[src/rtl/hex_display_bank.sv]
// hex_display_bank
// ----------------
// Multi-digit seven-segment driver for the DE1-SoC HEX displays. It holds a
// DIGITS-nibble value that is loaded through a valid/ready handshake and
// incremented on command. Each digit is decoded, optionally blanked
// (leading-zero suppression, blinking) and registered onto hex_out.
//
// Parameters:
//   DIGITS   - number of 4-bit digits / displays (1..8)
//   CLK_DIV  - clock cycles per blink half-period (>= 2)
//   BLANK_LZ - 1 = blank leading zero digits, 0 = show every digit
//
// Ports:
//   clock       in   system clock, all state on the rising edge
//   reset       in   synchronous, active-high reset
//   load_valid  in   load request
//   load_data   in   value to load, nibble i drives digit i
//   load_ready  out  a load can be accepted this cycle
//   inc         in   single-cycle increment pulse
//   blink_mask  in   bit i set = digit i blinks
//   hex_out     out  segments, hex_out[7i+6:7i] is digit i, bit0=a..bit6=g,
//                    active-low (0 = lit)
//
// Optional feature: define HEX_DISPLAY_BANK_DECIMAL_EN for BCD mode. inc then
// counts in decimal with per-digit carry, nibbles above 9 are shown blank,
// and an increment treats such a nibble as 9 (rolls to 0 and carries).

module hex_display_bank #(
  parameter int DIGITS   = 6,
  parameter int CLK_DIV  = 25000000,
  parameter int BLANK_LZ = 1
) (
  input  logic                  clock,
  input  logic                  reset,
  input  logic                  load_valid,
  input  logic [4*DIGITS-1:0]   load_data,
  output logic                  load_ready,
  input  logic                  inc,
  input  logic [DIGITS-1:0]     blink_mask,
  output logic [7*DIGITS-1:0]   hex_out
);

  localparam int VW = 4 * DIGITS;
  localparam int PW = (CLK_DIV > 2) ? $clog2(CLK_DIV) : 1;
  localparam logic [PW-1:0] PRESCALE_LAST = PW'(CLK_DIV - 1);

  logic [VW-1:0]         value_reg;
  logic [VW-1:0]         value_next;
  logic [VW-1:0]         value_inc;
  logic [PW-1:0]         prescaler_reg;
  logic                  blink_phase_reg;
  logic [7*DIGITS-1:0]   seg_next;
  logic                  accept;

  // Active-low gfedcba pattern for one hex nibble.
  function automatic logic [6:0] seg7(input logic [3:0] n);
    logic [6:0] s;
    case (n)
      4'h0: s = 7'b1000000;
      4'h1: s = 7'b1111001;
      4'h2: s = 7'b0100100;
      4'h3: s = 7'b0110000;
      4'h4: s = 7'b0011001;
      4'h5: s = 7'b0010010;
      4'h6: s = 7'b0000010;
      4'h7: s = 7'b1111000;
      4'h8: s = 7'b0000000;
      4'h9: s = 7'b0010000;
      4'hA: s = 7'b0001000;
      4'hB: s = 7'b0000011;
      4'hC: s = 7'b1000110;
      4'hD: s = 7'b0100001;
      4'hE: s = 7'b0000110;
      default: s = 7'b0001110;
    endcase
    return s;
  endfunction

  assign accept = load_valid & load_ready;

`ifdef HEX_DISPLAY_BANK_DECIMAL_EN
  // Decimal ripple increment. Any nibble >= 9 that receives a carry rolls
  // to 0 and passes the carry on, so out-of-range nibbles behave like 9.
  logic       bcd_carry;
  logic [3:0] bcd_nib;

  always_comb begin
    value_inc = value_reg;
    bcd_carry = 1'b1;
    bcd_nib   = 4'd0;
    for (int i = 0; i < DIGITS; i++) begin
      bcd_nib = value_reg[4*i +: 4];
      if (bcd_carry) begin
        if (bcd_nib >= 4'd9) begin
          value_inc[4*i +: 4] = 4'd0;
        end else begin
          value_inc[4*i +: 4] = bcd_nib + 4'd1;
          bcd_carry = 1'b0;
        end
      end
    end
  end
`else
  // Plain binary increment; all-F wraps naturally to 0.
  always_comb begin
    value_inc = value_reg + VW'(1);
  end
`endif

  // A load beats an increment arriving in the same cycle.
  always_comb begin
    value_next = value_reg;
    if (accept) begin
      value_next = load_data;
    end else if (inc) begin
      value_next = value_inc;
    end
  end

  // Per-digit decode and blanking. The output register samples value_reg,
  // so display trails the value by exactly one edge.
  for (genvar gi = 0; gi < DIGITS; gi++) begin : g_digit
    logic [3:0] nib;
    logic       upper_zero;
    logic       blank_lz;
    logic       blank_blink;
    logic       blank_range;

    assign nib        = value_reg[4*gi +: 4];
    // This digit and every digit above it are zero.
    assign upper_zero = (value_reg[VW-1:4*gi] == '0);
    // Digit 0 is exempt so a zero value still shows a single "0".
    assign blank_lz   = (BLANK_LZ != 0) && (gi != 0) && upper_zero;
    assign blank_blink = blink_mask[gi] & blink_phase_reg;
`ifdef HEX_DISPLAY_BANK_DECIMAL_EN
    assign blank_range = (nib > 4'd9);
`else
    assign blank_range = 1'b0;
`endif

    assign seg_next[7*gi +: 7] = (blank_lz | blank_blink | blank_range)
                               ? 7'b1111111 : seg7(nib);
  end

  always_ff @(posedge clock) begin
    if (reset) begin
      value_reg       <= '0;
      hex_out         <= '1;
      load_ready      <= 1'b0;
      prescaler_reg   <= '0;
      blink_phase_reg <= 1'b0;
    end else begin
      value_reg  <= value_next;
      hex_out    <= seg_next;
      // Ready drops for one cycle after each accepted load.
      load_ready <= ~accept;
      if (prescaler_reg == PRESCALE_LAST) begin
        prescaler_reg   <= '0;
        blink_phase_reg <= ~blink_phase_reg;
      end else begin
        prescaler_reg <= prescaler_reg + PW'(1);
      end
    end
  end

endmodule

[config.mk]
export PLATFORM = sky130hd
export DESIGN_NAME = hex_display_bank
export DESIGN_NICKNAME = d
export VERILOG_FILES = /design/src/rtl/hex_display_bank.sv
export SDC_FILE = /design/constraint.sdc
export NUM_CORES = 1
export LEC_CHECK = 0
export BUFFER_PORTS_ARGS = -buffer_cell sky130_fd_sc_hd__buf_2
export CORE_MARGIN = 1.5
export CORE_UTILIZATION = 57
export CTS_CLUSTER_DIAMETER = 150
export CTS_CLUSTER_SIZE = 20
export DETAILED_ROUTE_END_ITERATION = 6
export GPL_TIMING_DRIVEN = 1
export HOLD_SLACK_MARGIN = 0.06
export PLACE_DENSITY_LB_ADDON = 0.3
export SKIP_LAST_GASP = 1
export SYNTH_ARGS = -nofsm -noshare
export SYNTH_HDL_FRONTEND = slang
export SYNTH_SLANG_ARGS = --single-unit
[constraint.sdc]
create_clock -name clock -period 2.6 [get_ports clock]
set_clock_uncertainty 0.2 [all_clocks]
set_input_delay 0.52 -clock clock [delete_from_list [all_inputs] [get_ports clock]]
set_output_delay 0.52 -clock clock [all_outputs]
set_load 0.01 [all_outputs]
# Yosys cells after proc, flatten, opt, wreduce, memory -nomap -nowiden
# Memory sizes are Yosys's and may differ from the RTL's. A register that Yosys moved wholly into a read port is not among the register bits.
# Index checks and enable logic that the tools add are counted.
# word_totals
register_bits	51
latchBits	0
ramBits	0
mem_bits_ro	672
wordCells	42
n_memories	6
# classes
add_sub_neg	2
mul	0
n_div	0
magnitude_cmp	0
n_eq_ne	1
shift	0
mux	2
n_bitwise	14
reduce_logical	13
# memory_table
memory	words	width	rd	rd_ports_with_merged_regs	write_ports	line	text
(no name shown)	16	7	1	1	0	58	case (n)
(no name shown)	16	7	1	1	0	58	
(no name shown)	16	7	1	1	0	58	
(no name shown)	16	7	1	1	0	58	
(no name shown)	16	7	1	1	0	58	
(no name shown)	16	7	1	1	0	58	
# ops
cell	n
2-to-1 mux 24 bit	2
adder 25 x 1 -> 25 bit (second input constant)	1
equality test 25 bit (second input constant)	1
adder 24 x 1 -> 24 bit (second input constant)	1
logical NOT 20 bit	1
logical NOT 16 bit	1
OR reduction 2 bit	7
logical NOT 12 bit	1
logical NOT 8 bit	1
bitwise AND 1 bit	7
bitwise OR 1 bit	5
logical NOT 4 bit	1
NOT 1 bit	2
nonzero test 2 bit	1

# Logic depth before layout (Yosys ltp)
# Gate-level depths: netlist of the first run.
# logic_depth
word_depth	3
depth_mapped	7
depth_no_buf	6

# Least setup slack after synthesis of the first run
# No wires, ideal clock.
# synth_timing
kind	flip-flop to flip-flop
from	reg value_reg[20]
to	reg hex_out[21]
arrival_time_ps	1748
required_time_ps	2230
slack_ps	482
stages_incl_launch_ff	7
path_buffers	0
period_less_slack_ps	2118
path_cell_list	dfxtp_1 > inv_1 > ha_1 > nor3b_1 > and2_1 > a221oi_1 > o311ai_0
# synth_between
elab_chain_len	3
# synth_rtl
item	line	text
start: declaration	47	logic [VW-1:0] value_reg;
start signal: assignment	153	value_reg <= value_next;
logical NOT 12 bit	131	assign upper_zero = (value_reg[VW-1:4*gi] == '0);
bitwise OR 1 bit	141	assign seg_next[7*gi +: 7] = (blank_lz | blank_blink | blank_range)
OR reduction 2 bit (no line)	n/a	
end: declaration	40	output logic [7*DIGITS-1:0] hex_out
# No other way between the ends.
# A chain may end at the register's enable or synchronous reset.

# Final worst setup path of the first run
# layout_timing
from	reg value_reg[10]
to	reg value_reg[21]
# layout_between
elab_chain_len	3
# layout_rtl
item	line	text
adder 24 x 1 -> 24 bit	106	value_inc = value_reg + VW'(1);
2-to-1 mux 24 bit	115	end else if (inc) begin
2-to-1 mux 24 bit	113	if (accept) begin
# No other way between the ends. The select of a mux whose other input is x is not followed.

==> metrics.txt, run 1 <==
status=completed; Via density=about 6.1; Slew Viols, Final=0; Reg area=between 0.0015 and 0.002 mm^2; max reg flops=42; I/O pins=between 70 and 80; CTS hold repair buffers=0; async set-reset flop share out of synthesis=0%; DRC errors left=0; final HPWL from detailed placement=8778 um; CP startpoint kind=register; crit path kind=reg2reg; chip height=95.93 um; Rel. slew slack=between 40% and 50%; final core occ=~69%; pwr dens=around 580 mW/mm^2; clock sinks=between 90 and 100; clk_lat worst skew=360 ps; Port Buf Inserts=76; MaxCap Viol Count=0; total track usage=between 20 and 30%; Total Neg Setup Slack=0 ps; vias in the first global route=4200; multi-input logic area=0.002820 mm^2; CTS clk-pin slew, worst paths=90 ps; Max FO, Critical Path=13; largest cells by area after synthesis=dfxtp_1 (38%), ha_1 (8.4%), o21ai_0 (4.7%); CTS buffer count=9; number of setup buffers added after CTS=0; Slew @ Worst Pin=between 700 and 800 ps; first-pass GRT wire length=19790 um; Synth-to-Final Area Change=15.73%; arrival time at the worst endpoint=approximately 2500 ps; FF+latch count, synth=93; fraction of layout cells with a size suffix above 1=17.51%; Core Area=between 0.008 and 0.009 mm^2; synth warn=0; ANT nets after route=0; antenna fix cells=0; final wirelength=12050 um; sequential share of the synthesized area=a little under two fifths; Avg Cell Area, Syn=about 8.3 um^2; top-area cell type share of the netlist area=roughly 38%; Worst Path Required=approximately 2700 ps; Resized cells post-CTS=0; Hold Path Class=in2reg; largest net degree at the start of global routing=25; peak supply drop=about 0.0004 V; Final nets=730; Die W=between 90 and 100 um; clk buf depth=2; FF-to-FF path depth=4; num rows=33; CTS tree=built; LEAKAGE=between 2 and 2.5 nW; Routability Congestion=between 0.9 and 1; Syn Nets=~660; minimum clock period=roughly 2400 ps; total number of vias=4724; # fillers=about 690; most common flop cell mapped by yosys=dfxtp_1; # H-tree levels=3; Worst Hold Depth=3; unrepaired setup endpoints after global routing=false; DR WL/cell=around 16 um; DRT iter0 DRCs=~280; Final Cycle Share=approximately 90%; Cells after Synth=590; Initial Util=between 50% and 60%; area leader, netlist=dfxtp_1; root buffer cell=clkbuf_8; mapped cell area=between 0.004 and 0.005 mm^2; gr ovfl total=0; final number of hold-violating endpoints=0; Distinct cells, synth=45; initial antenna violation count=0; Fmax=approximately 0.42 GHz; 1st-pass router iterations=6; setup violators final=0; CP Capture Type=register; die area=0.009202 mm^2; Post-synth EDFFs=0
-- stage by stage --
step	instances	instance area [um^2]	hold slack, ps	total power, mW	worst slack, ps
final	773	5697	230.4	3.284	240.9
after detailed placement	757	5468	236.6	2.232	135.8
after global routing	773	5697	218.2	3.445	109.3
after CTS	773	5692	227.0	3.291	137.3
after floorplan	590	4922	212.9	2.008	482.5
after global placement	757	5468	222.0	2.215	262.3
-- cells in the mapped netlist, drive strengths merged, types with 5 or more instances --
cell	count
a211oi	13
o211ai	23
dfxtp	93
xnor2	17
nand4	14
or3	14
nand2	56
buf	7
nor4	10
a21o	6
nand2b	12
o31ai	7
xor2	7
ha	33
clkbuf	28
a31oi	5
or4	8
and4	10
nor3	7
nand3	25
a21oi	25
o311ai	22
nor2	41
o21ai	47
inv	29
-- worst max-delay path, cell delays in order (launching register included) --
cell and delay (ps):
dfxtp_1 600, nand4_2 220, or4_4 590, or4_1 520, a31oi_1 160
-- where the power goes --
group	switching, mW	total [mW]	internal [mW]
Sequential	0.0711	1.62	1.54
Combinational	0.348	0.593	0.245
Clock	0.509	1.07	0.566
-- placed cells by master, fill, tap and decap left out, types with 3 or more instances in the layout --
cell type  netlist  routed
nand4_1         13      13
buf_2            4      76
nand3b_1         3       3
or3_1           14      14
a21oi_1         25      25
a2bb2oi_1        3       3
and2_1           3       3
nand2_1         56      56
ha_1            33      33
o31ai_1          7       7
or4_1            7       7
nor3b_1          4       4
o21ai_0         46      46
and4_1          10      10
nor4_1          10      10
nand2b_1        12      12
inv_1           29      29
and3_1           3       3
buf_4            0      20
nand3_1         25      25
o311ai_0        22      22
o211ai_1        23      23
clkbuf_8         0      10
dfxtp_1         93      93
xnor2_1         17      17
xor2_1           7       7
a211oi_1        13      12
nor3_1           7       7
a21o_1           6       6
nor2_1          41      41
a31oi_1          5       5
-- cell type report --
type / instances / area share, %
Sequential cell: 93 / 32.68
Multi-Input combinational cell: 433 / 49.51
Clock inverter: 6 / 1.515
Clock buffer: 10 / 2.416
Tap cell: 105 / 2.306
Inverter: 29 / 1.911
Timing Repair Buffer: 97 / 9.664
-- worst paths after layout --
check	start	end	slack (ps)
min	load_data[22]	value_reg[22]	230
max	value_reg[10]	value_reg[21]	240
max reg2reg	value_reg[10]	value_reg[21]	240
min reg2reg	prescaler_reg[0]	prescaler_reg[0]	240
-- kinds of logic (layout without fill, tap and decap cells) --
| group | Yosys count | count (layout) | share of synthesized area, % |
|---|---|---|---|
| xor gates and xnor gates | 24 | 24 | 4.270 |
| muxes | 3 | 3 | 0.6355 |
| adders and majority gates | 33 | 33 | 8.388 |
| buffers and inverters | 64 | 142 | 4.982 |
| and+or+nand+nor | 216 | 216 | 23.03 |
| AOI/OAI and AO/OA | 157 | 157 | 20.87 |
| DFF | 93 | 93 | 37.82 |
-- per-layer routing --
metal	up-vias	global-route usage [%]	share of wire, %
met3	27	4.423	6.7
met5	-	0	0
met4	0	11.64	2.3
li1	2300	-	-
met1	2209	36.39	45
met2	188	44.54	46
No activity file was read; power rests on OpenSTA's default activity.
==> run 2: changes to the inputs <==
--- a/config.mk
+++ b/config.mk
@@ -6,8 +6,10 @@
 export NUM_CORES = 1
 export LEC_CHECK = 0
 export BUFFER_PORTS_ARGS = -buffer_cell sky130_fd_sc_hd__buf_2
+export CELL_PAD_IN_SITES_DETAIL_PLACEMENT = 0
+export CELL_PAD_IN_SITES_GLOBAL_PLACEMENT = 1
 export CORE_MARGIN = 1.5
-export CORE_UTILIZATION = 57
+export CORE_UTILIZATION = 42
 export CTS_CLUSTER_DIAMETER = 150
 export CTS_CLUSTER_SIZE = 20
 export DETAILED_ROUTE_END_ITERATION = 6
==> run 2 against run 1 <==
Global-route usage fell by 6.8 points. Non-clock buffer count did not move. Die area rose by 35%. Clock power rose by 24%. Power rose by 7.6%. Highest routed layer unchanged. Largest power group unchanged. Clock-buffer cell count did not move. Flip-flop and latch count did not move. Worst hold slack improved by 14 ps. Core utilization fell by 18 points. Largest cell class unchanged. Critical path type unchanged. Cell count rose by 4.9%. First-iteration DRC count fell by 32%.
==> metrics.txt, run 2 (synthesis results as in run 1) <==
status=completed; Worst Hold Depth=3 (unchanged); CP startpoint kind=register; Fmax=0.4246 GHz (+0.17%); final HPWL from detailed placement=9120 um (+3.9%); Max FO, Critical Path=13 (unchanged); antenna fix cells=0 (unchanged); Port Buf Inserts=76 (unchanged); gr ovfl total=0 (unchanged); total track usage=20.75% (-6.8 points); num rows=39 (+18%); Pint=2.557 mW (+8.5%); max reg flops=42 (unchanged); commonest non-fill, non-tap cell in the layout=dfxtp_1; Worst R2R Setup Slack=240 ps (about the same); CP Capture Type=register; unrepaired setup endpoints after global routing=false; Slew @ Worst Pin=562.2 ps (-218.9 ps); switching power=0.9762 mW (+5.2%); Core Area=0.01142 mm^2 (+38%); Final nets=730 (unchanged); pwr dens=608.8 mW/mm^2 (+5.6%); Comb pwr share=16.5% (-1.6 points); clock sinks=93 (unchanged); CTS buffer count=9 (unchanged); RR Endpoint=value_reg[21]; Slew Viols, Final=0 (unchanged); Rel. slew slack=62.48% (+15 points); chip height=111.3 um (+16%); 1st-pass router iterations=4 (-2); Net Sw Frac=27.63% (-0.63 points); peak supply drop=0.0002839 V (-29%); I/O pins=77 (unchanged); final number of hold-violating endpoints=0 (unchanged); CTS clk-pin slew, worst paths=70 ps (-20 ps); fraction of layout cells with a size suffix above 1=17.37% (-0.15 points); LEAKAGE=2.087 nW (+1.1%); Resized cells post-CTS=0 (unchanged); Worst Path Required=2670 ps (-20 ps); # fillers=1101 (+60%); largest net degree at the start of global routing=48 (+92%); DRC errors left=0 (unchanged); clk buf depth=2 (unchanged); Initial Util=43.11% (-16 points); Total Neg Setup Slack=0 ps (unchanged); Worst Min Path Start=load_data[22]; Via density=5.603 (-8.3%); DR WL/cell=15.29 um (-2.0%); first-pass GRT wire length=21060 um (+6.4%); total number of vias=4544 (-3.8%); root buffer cell=clkbuf_16; Hold Path Class=in2reg; CTS hold repair buffers=0 (unchanged); clk_lat worst skew=340 ps (-20 ps); final wirelength=12400 um (+2.9%); Die W=111.3 um (+16%); worst reg2reg path startpoint=value_reg[10]; CTS tree=built; die area=0.01238 mm^2 (+35%); number of setup buffers added after CTS=0 (unchanged); setup violators final=0 (unchanged); minimum clock period=2355 ps (-3.970 ps); clock power share=37.6% (+4.9 points); # H-tree levels=3 (unchanged); final core occ=50.83% (-18 points); Routability Congestion=0.8517 (-7.2%); arrival time at the worst endpoint=2420 ps (-30 ps); Hold EP=value_reg[22]; crit path kind=reg2reg; FF-to-FF path depth=4 (unchanged); most frequent cells in the layout=dfxtp_1 (93), buf_2 (76), nand2_1 (56); Final Cycle Share=90.58% (-0.15 points); DRT iter0 DRCs=192 (-32%); Synth-to-Final Area Change=17.92%; sequential share of power=45.9% (-3.3 points); initial antenna violation count=0 (unchanged); MaxCap Viol Count=0 (unchanged); vias in the first global route=4275 (+1.8%); ANT nets after route=0 (unchanged)
## run 2: routing by layer
metal / global-route usage, % / part of all wire, % / vias to the layer above / routed length, um
met3: 3.609 / 4.5 / 18 / 557
met5: 0 / 0 / - / 0
met1: 28.80 / 48 / 2119 / 6007
li1: - / - / 2304 / -
met4: 8.608 / 2.1 / 0 / 261
met2: 31.82 / 45 / 103 / 5571
## run 2: how the worst max path moves through the flow
stage                        startpoint  slack, ps  cells past startpoint       endpoint
after global routing      value_reg[10]        110                      4  value_reg[21]
after CTS                 value_reg[10]        260                      4  value_reg[21]
final                     value_reg[10]        240                      4  value_reg[21]
after floorplan           value_reg[20]        480                      6    hex_out[21]
after detailed placement  value_reg[10]        270                      4  value_reg[21]
after global placement    value_reg[10]        320                      4  value_reg[21]
## run 2: layout make-up
cell class	instances	area (um^2)	share of cell area, %
inverter	29	108.9	1.875
timing repair buffer	97	538.0	9.269
tap	143	178.9	3.083
clock buffer	10	239.0	4.117
sequential	93	1862	32.08
clock inverter	6	62.56	1.078
multi-input combinational	433	2815	48.50
## run 2: stage by stage
step	hold WS (ps)	cells	power [mW]	instance area, um^2	worst slack, ps
floorplan	212.9	590	2.008	4922	482.5
finish	244.3	811	3.533	5804	244.9
global route	255.8	811	3.705	5804	112.1
global placement	221.9	795	2.224	5503	316.8
detailed placement	241.8	795	2.238	5503	273.6
CTS	235.5	811	3.568	5804	256.7
## run 2: critical path: stages (launching register included)
cell and delay (ps):
dfxtp_1 590, nand4_2 210, or4_4 580, or4_1 520, a31oi_1 190
## run 2: power by group through the flow
stage / combinational, mW / sequential, mW / clock [mW]
6_report: 0.583 / 1.62 / 1.33
5_1_grt: 0.653 / 1.64 / 1.41
4_1_cts: 0.587 / 1.62 / 1.36
3_5_place_dp: 0.583 / 1.65 / 0
3_3_place_gp: 0.573 / 1.65 / 0
2_1_floorplan: 0.327 / 1.68 / 0
==> run 3: changes to the inputs <==
--- a/config.mk
+++ b/config.mk
@@ -6,16 +6,17 @@
 export NUM_CORES = 1
 export LEC_CHECK = 0
 export BUFFER_PORTS_ARGS = -buffer_cell sky130_fd_sc_hd__buf_2
+export CAP_MARGIN = 20
 export CELL_PAD_IN_SITES_DETAIL_PLACEMENT = 0
 export CELL_PAD_IN_SITES_GLOBAL_PLACEMENT = 1
 export CORE_MARGIN = 1.5
-export CORE_UTILIZATION = 42
+export CORE_UTILIZATION = 46
 export CTS_CLUSTER_DIAMETER = 150
 export CTS_CLUSTER_SIZE = 20
 export DETAILED_ROUTE_END_ITERATION = 6
 export GPL_TIMING_DRIVEN = 1
 export HOLD_SLACK_MARGIN = 0.06
-export PLACE_DENSITY_LB_ADDON = 0.3
+export PLACE_DENSITY = 0.95
 export SKIP_LAST_GASP = 1
 export SYNTH_ARGS = -nofsm -noshare
 export SYNTH_HDL_FRONTEND = slang
==> constraint.sdc (replaced) <==
create_clock -name clock -period 3 [get_ports clock]
set_clock_uncertainty 0.2 [all_clocks]
set_input_delay 0.6 -clock clock [delete_from_list [all_inputs] [get_ports clock]]
set_output_delay 0.6 -clock clock [all_outputs]
set_load 0.01 [all_outputs]
==> run 3 against run 2 <==
Core utilization increased by 2.5 points. Clock-buffer cell count is 3 higher. Critical endpoint is now hex_out[32]. Routed wire length down 6.8%. Flip-flop and latch count unchanged. First-iteration DRC count increased by 22%. Cell count fell by 3.0%. Die area fell by 8.5%. Non-clock buffer count shrank 16. Largest cell class unchanged. Register-to-register slack improved by 290 ps. Critical path depth grew 2. Combinational power decreased by 21%. Critical path type unchanged.
==> metrics.txt, run 3 (synthesis results as in run 1) <==
unrepaired setup endpoints after global routing=false; vias in the first global route=4012 (-6.2%); Worst Min Path Start=prescaler_reg[0]; CTS tree=built; Initial Util=47.47% (+4.4 points); Slew Viols, Final=0 (unchanged); status=completed; final hold slack=246.3 ps (+1.988 ps); DRC errors left=0 (unchanged); Buffers & Inverters on Critical Path=1 (+1); total track usage=21.26% (+0.51 points); chip height=106.4 um (-4.3%); CTS clk-pin slew, worst paths=80 ps (about the same); commonest non-fill, non-tap cell in the layout=dfxtp_1; sequential share of power=54.5% (+8.6 points); Resized cells post-CTS=0 (unchanged); pre-CTS WS=540.8 ps (+267.2 ps); number of setup buffers added after CTS=0 (unchanged); I/O pins=77 (unchanged); post-route total power=2.612 mW (-26%); gr ovfl total=0 (unchanged); Rel. slew slack=49.58% (-13 points); DRT iter0 DRCs=235 (+22%); first-pass GRT wire length=19310 um (-8.3%); CP startpoint kind=register; LEAKAGE=1.950 nW (-6.6%); Final Cycle Share=82.11% (-8.5 points); final number of hold-violating endpoints=0 (unchanged); num rows=37 (-5.1%); critical path's top delay family=compound AO/OA/AOI/OAI gates; clk_lat worst skew=360 ps (+20 ps); peak supply drop=0.0002400 V (-15%); pwr dens=472.1 mW/mm^2 (-22%); final HPWL from detailed placement=8438 um (-7.5%); Worst Path Required=2990 ps (+320 ps); fraction of layout cells with a size suffix above 1=14.75% (-2.6 points); clk buf depth=2 (unchanged); # H-tree levels=3 (unchanged); Max FO, Critical Path=7 (-6); crit path kind=reg2reg; final worst setup slack=536.8 ps (+291.9 ps); Post-Place Cell Area=0.005374 mm^2 (-2.3%); Slowest Stage Delay on Critical Path=590 ps (about the same); worst reg2reg path startpoint=value_reg[20]; setup violators final=0 (unchanged); total number of vias=4406 (-3.0%); Worst Hold Depth=1 (-2); Final Non-Filler Cells=787 (-3.0%); Via density=5.598 (about the same); switching power=0.7609 mW (-22%); Pint=1.851 mW (-28%); CTS buffer count=9 (unchanged); Hold Path Class=reg2reg; initial antenna violation count=0 (unchanged); Die W=106.4 um (-4.3%); Final nets=714 (-2.2%); root buffer cell=clkbuf_8; ANT nets after route=0 (unchanged); final wirelength=11550 um (-6.8%); Hold EP=prescaler_reg[0]; Slew @ Worst Pin=751.8 ps (+189.6 ps); placed cells=772 (-2.9%); clock power share=27.8% (-9.8 points); Core Area=0.01037 mm^2 (-9.2%); largest net degree at the start of global routing=48 (unchanged); Final Instance Area=0.005533 mm^2 (-4.7%); final core occ=53.35% (+2.5 points); DR WL/cell=14.68 um (-4.0%); FF-to-FF path depth=6 (+2); CTS hold repair buffers=0 (unchanged); 1st-pass router iterations=5 (+1); minimum clock period=2463 ps (+108.1 ps); Fmax=0.4060 GHz (-4.4%); die area=0.01133 mm^2 (-8.5%); arrival time at the worst endpoint=2460 ps (+40 ps); Comb pwr share=17.7% (+1.2 points); CP max stage cell=a211oi_1; clock sinks=93 (unchanged); antenna fix cells=0 (unchanged); CP Capture Type=register; Worst R2R Setup Slack=540 ps (+290 ps); Synth-to-Final Area Change=12.40%; RR Endpoint=hex_out[32]; critical-path cell list=inv_1 -> ha_1 -> nor3b_1 -> and2_1 -> a211oi_1 -> o311ai_0; most frequent cells in the layout=dfxtp_1 (93), buf_2 (76), nand2_1 (56); Port Buf Inserts=76 (unchanged); MaxCap Viol Count=0 (unchanged); Total Neg Setup Slack=0 ps (unchanged); max reg flops=42 (unchanged); Routability Congestion=0.8787 (+3.2%); Net Sw Frac=29.13% (+1.5 points)
[run 3: cell types whose count changed in the layout (fill, tap and decap cells not counted), sizes merged]
cell / delta
buf: -16
clkinvlp: -3
clkbuf: +3
bufinv: -1
[run 3: worst max-delay path by stage]
| stage | startpoint | end | cells after the start |
|---|---|---|---|
| after floorplan | inc | value_reg[17] | 5 |
| after global placement | value_reg[16] | hex_out[28] | 6 |
| after detailed placement | value_reg[20] | hex_out[32] | 6 |
| after CTS | value_reg[20] | hex_out[32] | 6 |
| after global routing | value_reg[16] | hex_out[25] | 6 |
| final | value_reg[20] | hex_out[32] | 6 |
[run 3: power by group through the flow]
stage                     clock (mW)  combinational (mW)  sequential [mW]
final                          0.727               0.462             1.42
after global routing           0.806               0.521             1.44
after CTS                      0.741               0.463             1.42
after detailed placement           0               0.461             1.45
after global placement             0               0.455             1.45
after floorplan                    0               0.284             1.46
[run 3: final cells by class]
type | count | area (um^2)
clock buffer | 13 | 148.9
clock inverter | 2 | 10.01
fill | 994 | 4837
inverter | 29 | 108.9
multi-input combinational | 433 | 2815
sequential | 93 | 1862
tap | 136 | 170.2
timing repair buffer | 81 | 417.9
[run 3: worst reg2reg max path, delay by kind of cell, from the launching register on]
kind	cells	cell delay (ps)
AOI/OAI and AO/OA	2	860
and+or+nand+nor	2	360
buffers and inverters	1	150
adders and majority gates	1	250
DFF	1	490
[run 3: routing by layer]
layer  track usage (%)  part of all wire (%)
met3             2.759                   4.6
met2             34.06                    46
met1             29.12                    48
met4             8.190                   1.6
met5                 0                     0
